[config.mk]
export PLATFORM = sky130hd
export DESIGN_NAME = fir_mac_sched_flat
export DESIGN_NICKNAME = d
export VERILOG_FILES = /design/src/rtl/fir_mac_sched_if.sv /design/src/rtl/fir_mac_sched.sv /design/src/flat_wrapper.sv
export SDC_FILE = /design/constraint.sdc
export NUM_CORES = 1
export LEC_CHECK = 0
export ABC_AREA = 1
export CAP_MARGIN = 0
export CORE_MARGIN = 1.5
export CORE_UTILIZATION = 50
export DETAILED_ROUTE_END_ITERATION = 10
export MAX_ROUTING_LAYER = met4
export PLACE_DENSITY = 0.74
export SYNTH_ARGS = -nofsm -noshare
export SYNTH_HDL_FRONTEND = slang
export SYNTH_SLANG_ARGS = --single-unit
[constraint.sdc]
create_clock -name clk -period 3.8 [get_ports clk]
set_input_delay 0.76 -clock clk [delete_from_list [all_inputs] [get_ports clk]]
set_output_delay 0.76 -clock clk [all_outputs]
set_load 0.1 [all_outputs]
[src/rtl/fir_mac_sched_if.sv]
// Bundle of the handshake and multiplier signals around the FIR MAC sequencer.
// The master side is the environment: sample source, downstream consumer,
// coefficient writer and the combinational multiplier. The slave side is the
// sequencer itself.
interface fir_mac_sched_if #(
  parameter int TAPS = 4,
  parameter int DW   = 8,
  parameter int ACCW = 18
);
  localparam int TW = (TAPS > 1) ? $clog2(TAPS) : 1;

  // Coefficient bank write port
  logic                   coef_we;
  logic [TW-1:0]          coef_addr;
  logic signed [DW-1:0]   coef_data;
  logic                   coef_ack;

  // Sample input handshake
  logic                   in_valid;
  logic                   in_ready;
  logic signed [DW-1:0]   in_sample;

  // Shared multiplier operands and product
  logic signed [DW-1:0]   mult_a;
  logic signed [DW-1:0]   mult_b;
  logic signed [2*DW-1:0] mult_p;

  // Filter output handshake
  logic                   out_valid;
  logic                   out_ready;
  logic signed [ACCW-1:0] out_data;

  modport master (
    output coef_we, coef_addr, coef_data,
    output in_valid, in_sample,
    output mult_p,
    output out_ready,
    input  coef_ack, in_ready, mult_a, mult_b, out_valid, out_data
  );

  modport slave (
    input  coef_we, coef_addr, coef_data,
    input  in_valid, in_sample,
    input  mult_p,
    input  out_ready,
    output coef_ack, in_ready, mult_a, mult_b, out_valid, out_data
  );
endinterface

[src/rtl/fir_mac_sched.sv]
// FIR MAC sequencer: owns the coefficient bank and sample delay line, feeds one
// (coefficient, sample) pair per cycle to an external combinational multiplier,
// accumulates the products and hands each filter output over valid/ready.
module fir_mac_sched #(
  parameter int TAPS = 4,
  parameter int DW   = 8,
  parameter int ACCW = 18
) (
  input  logic            clk,
  input  logic            rst,
  fir_mac_sched_if.slave  bus
);
  localparam int TW = (TAPS > 1) ? $clog2(TAPS) : 1;
  localparam logic [TW-1:0] LAST_TAP = TW'(TAPS - 1);

  typedef enum logic [1:0] {
    IDLE,
    MAC,
    OUT
  } state_t;

  state_t                 state;
  logic [TW-1:0]          tap;
  logic signed [ACCW-1:0] acc;
  logic signed [ACCW-1:0] out_data_r;
  logic                   out_valid_r;
  logic signed [DW-1:0]   coef [TAPS];
  logic signed [DW-1:0]   x    [TAPS];

  logic signed [ACCW-1:0] prod_ext;
  logic signed [ACCW-1:0] acc_next;

  // Sign-extend the product and form the running sum for this tap
  always_comb begin
    prod_ext = ACCW'(bus.mult_p);
    acc_next = acc + prod_ext;
  end

  // Multiplier operands come from the bank only while accumulating
  always_comb begin
    bus.mult_a = '0;
    bus.mult_b = '0;
    if (state == MAC) begin
      bus.mult_a = coef[tap];
      bus.mult_b = x[tap];
    end
  end

  // Readiness and write acknowledge depend on state only, forced low in reset
  always_comb begin
    bus.in_ready  = (state == IDLE) && !rst;
    bus.coef_ack  = bus.coef_we && (state == IDLE) && !rst;
    bus.out_valid = out_valid_r;
    bus.out_data  = out_data_r;
  end

  // Sequencer: accept a sample, walk the taps, then hold the result until taken
  always_ff @(posedge clk or posedge rst) begin
    if (rst) begin
      state       <= IDLE;
      tap         <= '0;
      acc         <= '0;
      out_data_r  <= '0;
      out_valid_r <= 1'b0;
      for (int k = 0; k < TAPS; k++) begin
        x[k]    <= '0;
        coef[k] <= '0;
      end
    end else begin
      case (state)
        IDLE: begin
          if (bus.coef_we && (int'(bus.coef_addr) < TAPS)) begin
            coef[bus.coef_addr] <= bus.coef_data;
          end
          if (bus.in_valid) begin
            for (int k = TAPS - 1; k > 0; k--) begin
              x[k] <= x[k-1];
            end
            x[0]  <= bus.in_sample;
            acc   <= '0;
            tap   <= '0;
            state <= MAC;
          end
        end
        MAC: begin
          acc <= acc_next;
          tap <= tap + TW'(1);
          if (tap == LAST_TAP) begin
            out_data_r  <= acc_next;
            out_valid_r <= 1'b1;
            tap         <= '0;
            state       <= OUT;
          end
        end
        OUT: begin
          if (bus.out_ready) begin
            out_valid_r <= 1'b0;
            state       <= IDLE;
          end
        end
        default: begin
          state <= IDLE;
        end
      endcase
    end
  end
endmodule
[src/flat_wrapper.sv]
// flat-port wrapper written by rule: the top's interface ports become plain ports
module fir_mac_sched_flat 
#(
  parameter int TAPS = 4,
  parameter int DW   = 8,
  parameter int ACCW = 18
)
  (clk, rst, bus_coef_we, bus_coef_addr, bus_coef_data, bus_in_valid, bus_in_sample, bus_mult_p, bus_out_ready, bus_coef_ack, bus_in_ready, bus_mult_a, bus_mult_b, bus_out_valid, bus_out_data);
  fir_mac_sched_if #(.TAPS(TAPS), .DW(DW), .ACCW(ACCW)) bus_i ();
  input  logic clk;
  input  logic rst;
  input wire logic [$bits(bus_i.coef_we)-1:0] bus_coef_we;
  input wire logic [$bits(bus_i.coef_addr)-1:0] bus_coef_addr;
  input wire logic [$bits(bus_i.coef_data)-1:0] bus_coef_data;
  input wire logic [$bits(bus_i.in_valid)-1:0] bus_in_valid;
  input wire logic [$bits(bus_i.in_sample)-1:0] bus_in_sample;
  input wire logic [$bits(bus_i.mult_p)-1:0] bus_mult_p;
  input wire logic [$bits(bus_i.out_ready)-1:0] bus_out_ready;
  output wire logic [$bits(bus_i.coef_ack)-1:0] bus_coef_ack;
  output wire logic [$bits(bus_i.in_ready)-1:0] bus_in_ready;
  output wire logic [$bits(bus_i.mult_a)-1:0] bus_mult_a;
  output wire logic [$bits(bus_i.mult_b)-1:0] bus_mult_b;
  output wire logic [$bits(bus_i.out_valid)-1:0] bus_out_valid;
  output wire logic [$bits(bus_i.out_data)-1:0] bus_out_data;
  assign bus_i.coef_we = bus_coef_we;
  assign bus_i.coef_addr = bus_coef_addr;
  assign bus_i.coef_data = bus_coef_data;
  assign bus_i.in_valid = bus_in_valid;
  assign bus_i.in_sample = bus_in_sample;
  assign bus_i.mult_p = bus_mult_p;
  assign bus_i.out_ready = bus_out_ready;
  assign bus_coef_ack = bus_i.coef_ack;
  assign bus_in_ready = bus_i.in_ready;
  assign bus_mult_a = bus_i.mult_a;
  assign bus_mult_b = bus_i.mult_b;
  assign bus_out_valid = bus_i.out_valid;
  assign bus_out_data = bus_i.out_data;
  fir_mac_sched #(.TAPS(TAPS), .DW(DW), .ACCW(ACCW)) u_core (.clk(clk), .rst(rst), .bus(bus_i));
endmodule
### Word-level counts from Yosys, hierarchy flattened

Cells that the tools add are included.

* flip-flop bits (word level): 105
* bits of input ports: 39
* output and inout port bits: 37
* word-level logic and storage cells: 63

* add/sub/neg operators: 2
* order comparisons: 3
* equality and inequality tests: 6
* mux-type cells: 23
* bitwise gates (word level): 2
* reductions and logical operators: 14

Operator list (number)
* $mux 8: 7
* $pmux 18 s2: 1
* $bmux 8 s2: 2
* $bwmux 32: 1
* $add 18x16->18: 1
* $mux 18: 1
* $demux 8 s2: 1
* $mux 2: 5
* $reduce_and 2->1: 4
* $ge 3x3->1 const B: 2
* $ne 2x2->1 const B: 3
* $not 2->3: 2
* $pmux 2 s3: 1
* $reduce_and 3->1: 2
* $eq 2x2->1 const B: 2
* $logic_and 1x1->1: 4
* $pmux 2 s2: 1
* $reduce_bool 2->1: 2
* $lt 3x1->1 const B: 1
* $add 2x1->2 const B: 1
* $eq 2x1->1 const B: 1
* $logic_not 2->1: 1
* $mux 1: 2
* $pmux 1 s2: 1
* $logic_not 1->1: 1

### Depth between registers and ports, before layout

Gate-level depths: netlist (run 1).

* word-level depth: 6
* mapped depth: 12
* mapped depth without buffers: 12

### Least setup slack after synthesis (run 1)

Ideal clock, no wire load.

* path type: input port to output port
* from: input rst
* to: output bus_in_ready
* arrival: 2.787 ns
* required time: 3.040 ns
* path slack: 0.253 ns
* cell stages on the path: 1
* buffers on the path: 0
* cell sequence: nor3_1

* cells in the longest elaborated chain, start to end: 2

RTL lines
* start: declaration: RTL line flat_wrapper.sv:11 `input logic rst;`
* $logic_not 1->1: RTL line fir_mac_sched.sv:51 `bus.in_ready = (state == IDLE) && !rst;`
* $logic_and 1x1->1: RTL line fir_mac_sched.sv:51
* end: declaration: RTL line flat_wrapper.sv:20 `output wire logic [$bits(bus_i.in_ready)-1:0] bus_in_ready;`

No other way between the ends.

### Worst setup path after layout (run 1)

* from: register u_core.tap[0]
* to: output bus_mult_b[7]

* cells in the longest elaborated chain, start to end: 5

RTL lines
* start: declaration: RTL line fir_mac_sched.sv:23 `logic [TW-1:0] tap;`
* start signal: assignment: RTL line fir_mac_sched.sv:87 `tap <= tap + TW'(1);`
* $not 2->3 (implied by the code): RTL line fir_mac_sched.sv:45 `bus.mult_b = x[tap];`
* $bmux 8 s2: RTL line fir_mac_sched.sv:45
* $mux 8 (implied by the code) (2 in a row): RTL line fir_mac_sched.sv:45
* $mux 8: RTL line fir_mac_sched.sv:43 `if (state == MAC) begin`
* end: declaration: RTL line flat_wrapper.sv:22 `output wire logic [$bits(bus_i.mult_b)-1:0] bus_mult_b;`

No other way between the ends. The select of a mux whose other input is x is not followed.

==> results.yml, run 1 <==
final_layout:
  nFillCells: 957
  drive_gt1_share_pct: 7.02
  syn_to_final_growth_pct: 18.1
  antennaDiodeCount: 0
  nets: 808
  post-route-util_pct: 61.6
worst_setup_path:
  regToRegStartpoint: "u_core.state[1]$_DFFE_PP0P_"
  arrival_ns: 2.38
  end_kind: "output pin"
  worst-setup-path-type: "flop to output pin"
  cpMostUsedCell: "a21oi_1"
  critPathRequiredTime_ns: 3.04
  critPathSlowestCell: "dfrtp_1"
  worstSetupStartpointType: "flop"
  r2r-end: "u_core.bus.out_data[0]$_DFFE_PP0P_"
  reg2reg_slack_ns: 1.36
  r2r_cells: 6
  path_max_fanout: 19
  path_cells: "inv_1 > a21oi_1 > o21ai_0 > a21oi_1 > buf_12"
  slowest_delay_ns: 0.77
synth:
  yosysMostFrequentCell: "nand2_1"
  syn_nets: 745
  ys_seq_area_share_pct: 48.4
  syn_avg_cell_area_um2: 7.91
  ys.flop_type: "dfrtp_1"
  synth.distinct_cells: 30
  ys_top_cells_by_area: "dfrtp_1 (48%), nand2_1 (14%), o21ai_0 (10%), inv_1 (4.8%), ha_1 (4.1%)"
  synth_top_cells_by_count: "nand2_1 (200), o21ai_0 (108), dfrtp_1 (105)"
  synthCells: 687
  synth_area_leader_cell: "dfrtp_1"
  async_flop_share_pct: 100
  ys_ff_latch: 105
  netlist_area_um2: 5430
  yosysTopAreaCellShare_pct: 48.4
  synth_edf_count: 0
  yosys_warnings: 0
routing:
  first_iter_violations: 261
  vias: 4668
  wl_per_cell_um: 13.6
  dr.pass1.iters: 4
  routed_wl_mm: 12.2
  drc: 0
  viasPerCell: 5.24
  ant_nets: 0
clock_network:
  cts_tree: "yes"
  post_cts_buffers: 0
  clkTransAtPathRegs_ns: 0.11
  clkSinkCount: 105
  cts_made_buffers: 9
  clk_latency_ns: 0.38
  cts_hold_buffers: 0
  cts-resized-gates: 0
  htreeDepth: 3
  clk_path_buf_depth: 2
  cts-root-buf: "clkbuf_8"
worst_hold_path:
  min_path_type: "flop to flop"
  min_from: "u_core.bus.out_data[2]$_DFFE_PP0P_"
  worstHoldEndpoint: "u_core.bus.out_data[2]$_DFFE_PP0P_"
  whs_path_depth: 2
sta:
  fmax_mhz: 319
  maxSlewViolCount: 0
  tns_ns: 0
  maxSlewHeadroom_pct: 35.1
  timing_worst_slew_pin_value_ns: 0.970
  layout_worst_path_cycle_share_pct: 82.5
  hold_violations: 0
  period_needed_ns: 3.14
  finClkSkew_ns: 0.0107
  setup_violations: 0
  grt_setup_unrepaired: "no"
floorplan:
  die_h_um: 107
  core-area_um2: 10400
  io_pins: 76
  row_count: 37
  start_util_pct: 52.1
  dieArea_um2: 11500
  die_w_um: 107
status:
  outcome: "completed"
placement:
  gp_congestion: 0.922
  port-buffer-count: 75
  place_hpwl_mm: 8.48
global_routing:
  grt_max_degree: 63
  antenna_found_initial: 0
  grt_pass1_wl_mm: 20.4
  track_usage_pct: 23.2
  grt_pass1_vias: 4512
  gr-total-overflow: 0
run:
  timing.max_cap.violations: 0
routing by layer:
layer	up-vias	GRT usage [%]	share of wire, %	routed length [um]
met1	2181	30.2	45	5500
met2	120	36.9	48	5810
met5	-	-	0	0
li1	2347	-	-	-
met3	20	4.56	5.4	661
met4	0	7.52	1.6	194
worst max-delay path: cells and delay by family (launching register included):
kind	cells	cell delay [ns]
DFF	1	0.77
buffers and inverters	2	0.65
AOI/OAI and AO/OA	3	0.58
cell type report:
class	instances	area [um2]	area share (%)
Multi-Input combinational cell	482	2370	37.0
Sequential cell	105	2630	41.0
Clock inverter	7	85.1	1.33
Tap cell	136	170	2.65
Timing Repair Buffer	78	753	11.7
Clock buffer	9	124	1.93
Inverter	74	280	4.37
worst max path at each step:
stage	from	slack, ns	endpoint	cells after the start
after floorplan	rst	0.25	bus_in_ready	1
after global placement	bus_in_valid	1.00	u_core.tap[1]$_DFFE_PP0P_	6
after detailed placement	bus_mult_p[0]	0.95	u_core.acc[10]$_DFFE_PP0P_	12
after CTS	u_core.tap[0]$_DFFE_PP0P_	0.69	bus_mult_b[7]	5
after global routing	u_core.tap[0]$_DFFE_PP0P_	0.47	bus_mult_b[7]	5
final	u_core.tap[0]$_DFFE_PP0P_	0.66	bus_mult_b[7]	5
state kept, by name (all words and copies together), names as in the netlist:
signal                flops
u_core.coef              32
u_core.x                 32
u_core.acc               18
u_core.bus.out_data      18
u_core.state              2
u_core.tap                2
u_core.bus.out_valid      1
layout by cell type, fill, tap and decap left out, drive strengths merged, types with 2 or more instances in the layout:
cell           Yosys  routed
a21oi             42      42
dfrtp            105     105
clkbuf             9       9
clkinv             1       2
inv               73      78
o211ai             7       7
nor2              46      46
nand3b             4       4
buf               17      21
o21ai            112     112
nand2            201     201
clkdlybuf4s50      0      57
nand3             34      34
nor3               4       4
ha                18      18
a21o               2       2
xnor2              7       7
per-stage QoR:
step                std cells  setup slack, ns  cell area (um2)  hold WS, ns
floorplan                 687            0.253             5430        0.448
global placement          875             1.00             6200        0.458
detailed placement        875            0.952             6200        0.459
CTS                       891            0.689             6410        0.485
global route              891            0.469             6410        0.505
finish                    891            0.664             6410        0.482
cells by family (layout without fill, tap and decap cells):
family / after synthesis / count (layout) / share of synthesized area (%)
AO/OA/AOI/OAI: 165 / 165 / 15.8
XOR/XNOR: 8 / 8 / 1.29
adder cells (fa/ha/maj): 19 / 19 / 4.52
buffers and inverters: 100 / 168 / 7.95
flip-flops: 105 / 105 / 48.4
AND/OR/NAND/NOR: 290 / 290 / 22.0
Power of run 1 is left out: the tool's default activity adds up to more than one toggle a clock period on the data nets, which glitch-free logic cannot reach.
==> inputs of run 2 (changes only) <==
Settings changed: PLACE_DENSITY 0.74 to 0.77.
Clock period 3.8 ns to 2.5 ns, I/O delays scaled along.
==> run 2 against run 1 <==
Register-to-register slack lost 0.76 ns; wire length rose by 1.3%; worst setup slack worse by 0.49 ns; critical path depth up 1; via count rose by 1.3%; non-clock buffer count up 10; sequential cell count unchanged; core utilization is 2.5 points higher; highest routed layer unchanged.
==> results.yml, run 2 (same netlist as run 1, synthesis figures left out) <==
status:
  outcome: "completed"
worst_setup_path:
  cpMostUsedCell: "nor2_1"
  crit_buf_inv: 2
  path_max_fanout: 39
  worst-setup-path-type: "flop to output pin"
  path_cells: "buf_6 > nor2_1 > nor2_1 > o21ai_0 > a21oi_1 > buf_12"
  end_kind: "output pin"
  critPathSlowestCell: "dfrtp_1"
  slowest_delay_ns: 0.41
  worstSetupStartpointType: "flop"
  critical-path-top-delay-family: "buffers and inverters"
  arrival_ns: 1.83
  critPathRequiredTime_ns: 2.00
floorplan:
  die_w_um: 107
  io_pins: 76
  dieArea_um2: 11500
  core-area_um2: 10400
  die_h_um: 107
  start_util_pct: 52.1
  row_count: 37
clock_network:
  post_cts_buffers: 0
  cts_hold_buffers: 0
  clk_path_buf_depth: 2
  cts_made_buffers: 9
  cts-root-buf: "clkbuf_8"
  htreeDepth: 3
  cts-resized-gates: 0
  cts_tree: "yes"
  clk_latency_ns: 0.37
  clkTransAtPathRegs_ns: 0.10
  clkSinkCount: 105
sta:
  layout_worst_path_cycle_share_pct: 93.1
  tns_ns: 0
  setup_ws_ns: 0.173
  maxSlewViolCount: 0
  maxSlewHeadroom_pct: 58.3
  finClkSkew_ns: 0.0141
  fmax_mhz: 430
  hold_violations: 0
  grt_setup_unrepaired: "no"
  setup_violations: 0
  period_needed_ns: 2.33
  timing_worst_slew_pin_value_ns: 0.625
placement:
  dpl_worst_slack_ns: -0.00195
  port-buffer-count: 75
  gp_congestion: 0.934
  place_hpwl_mm: 8.67
  dp_cells: 885
  placed_area_um2: 6470
routing:
  routed_wl_mm: 12.3
  ant_nets: 0
  viasPerCell: 5.25
  vias: 4729
  wl_per_cell_um: 13.7
  first_iter_violations: 258
  dr.pass1.iters: 5
  drc: 0
final_layout:
  final_common_cell: "nand2_1"
  reg.largest.list: "u_core.coef: 32 flops, u_core.x: 32 flops"
  syn_to_final_growth_pct: 22.9
  final_area_um2: 6680
  stdcell_count: 900
  nets: 818
  final_cell_mix: "nand2_1 (200), o21ai_0 (108), dfrtp_1 (105)"
  antennaDiodeCount: 0
  drive_gt1_share_pct: 12.0
  nFillCells: 886
global_routing:
  grt_pass1_vias: 4545
  grt_max_degree: 51
  antenna_found_initial: 0
  grt_pass1_wl_mm: 21.1
  gr-total-overflow: 0
  track_usage_pct: 23.8
worst_hold_path:
  min_path_type: "flop to flop"
run:
  timing.max_cap.violations: 0
run 2: changes by cell type in the layout (fill, tap and decap cells not counted), sizes merged:
cell           before  now
inv                78   75
clkinvlp            0    2
clkdlybuf4s50      57   38
buf                21   50
run 2: worst reg2reg max path: cells and delay by family (launching register included):
kind,cells,cell delay (ns)
DFF,1,0.36
and+or+nand+nor,7,0.58
adders and majority gates,2,0.58
AOI/OAI and AO/OA,1,0.23
buffers and inverters,1,0.05
run 2: per-layer routing:
layer  global-route usage [%]  up-vias  part of all wire, %
met5                        -        -                    0
met4                     6.95        0                 0.94
met3                     2.61       10                  4.9
met2                     38.8      128                   48
met1                     31.5     2224                   46
li1                         -     2367                    -
run 2: area by class of cell:
cell class | instances | area (um2) | area share, %
sequential | 105 | 2630 | 39.3
inverter | 74 | 282 | 4.22
timing repair buffer | 88 | 985 | 14.7
tap | 136 | 170 | 2.55
clock inverter | 6 | 75.1 | 1.12
clock buffer | 9 | 124 | 1.85
multi-input combinational | 482 | 2410 | 36.2
run 2: worst paths after layout:
path                       slack, ns                                   to                           startpoint  depth (start not counted)
max                             0.17                        bus_mult_a[6]            u_core.tap[0]$_DFFE_PP0P_                          6
min                             0.49  u_core.bus.out_data[11]$_DFFE_PP0P_  u_core.bus.out_data[11]$_DFFE_PP0P_                          2
max reg2reg                     0.60           u_core.acc[16]$_DFFE_PP0P_            u_core.acc[0]$_DFFE_PP0P_                         11
min reg2reg                     0.49  u_core.bus.out_data[11]$_DFFE_PP0P_  u_core.bus.out_data[11]$_DFFE_PP0P_                          2
max in group asynchronous       1.25           u_core.coef[5]$_DFFE_PP0P_                                  rst                          3
min in group asynchronous       0.71           u_core.acc[16]$_DFFE_PP0P_                                  rst                          3
run 2: per-stage QoR:
stage,util [%],hold slack [ns]
finish,64.1,0.491
global route,64.1,0.520
CTS,64.1,0.495
detailed placement,62.2,0.469
global placement,62.2,0.461
floorplan,-,0.448
Power of run 2 is left out for the same reason.
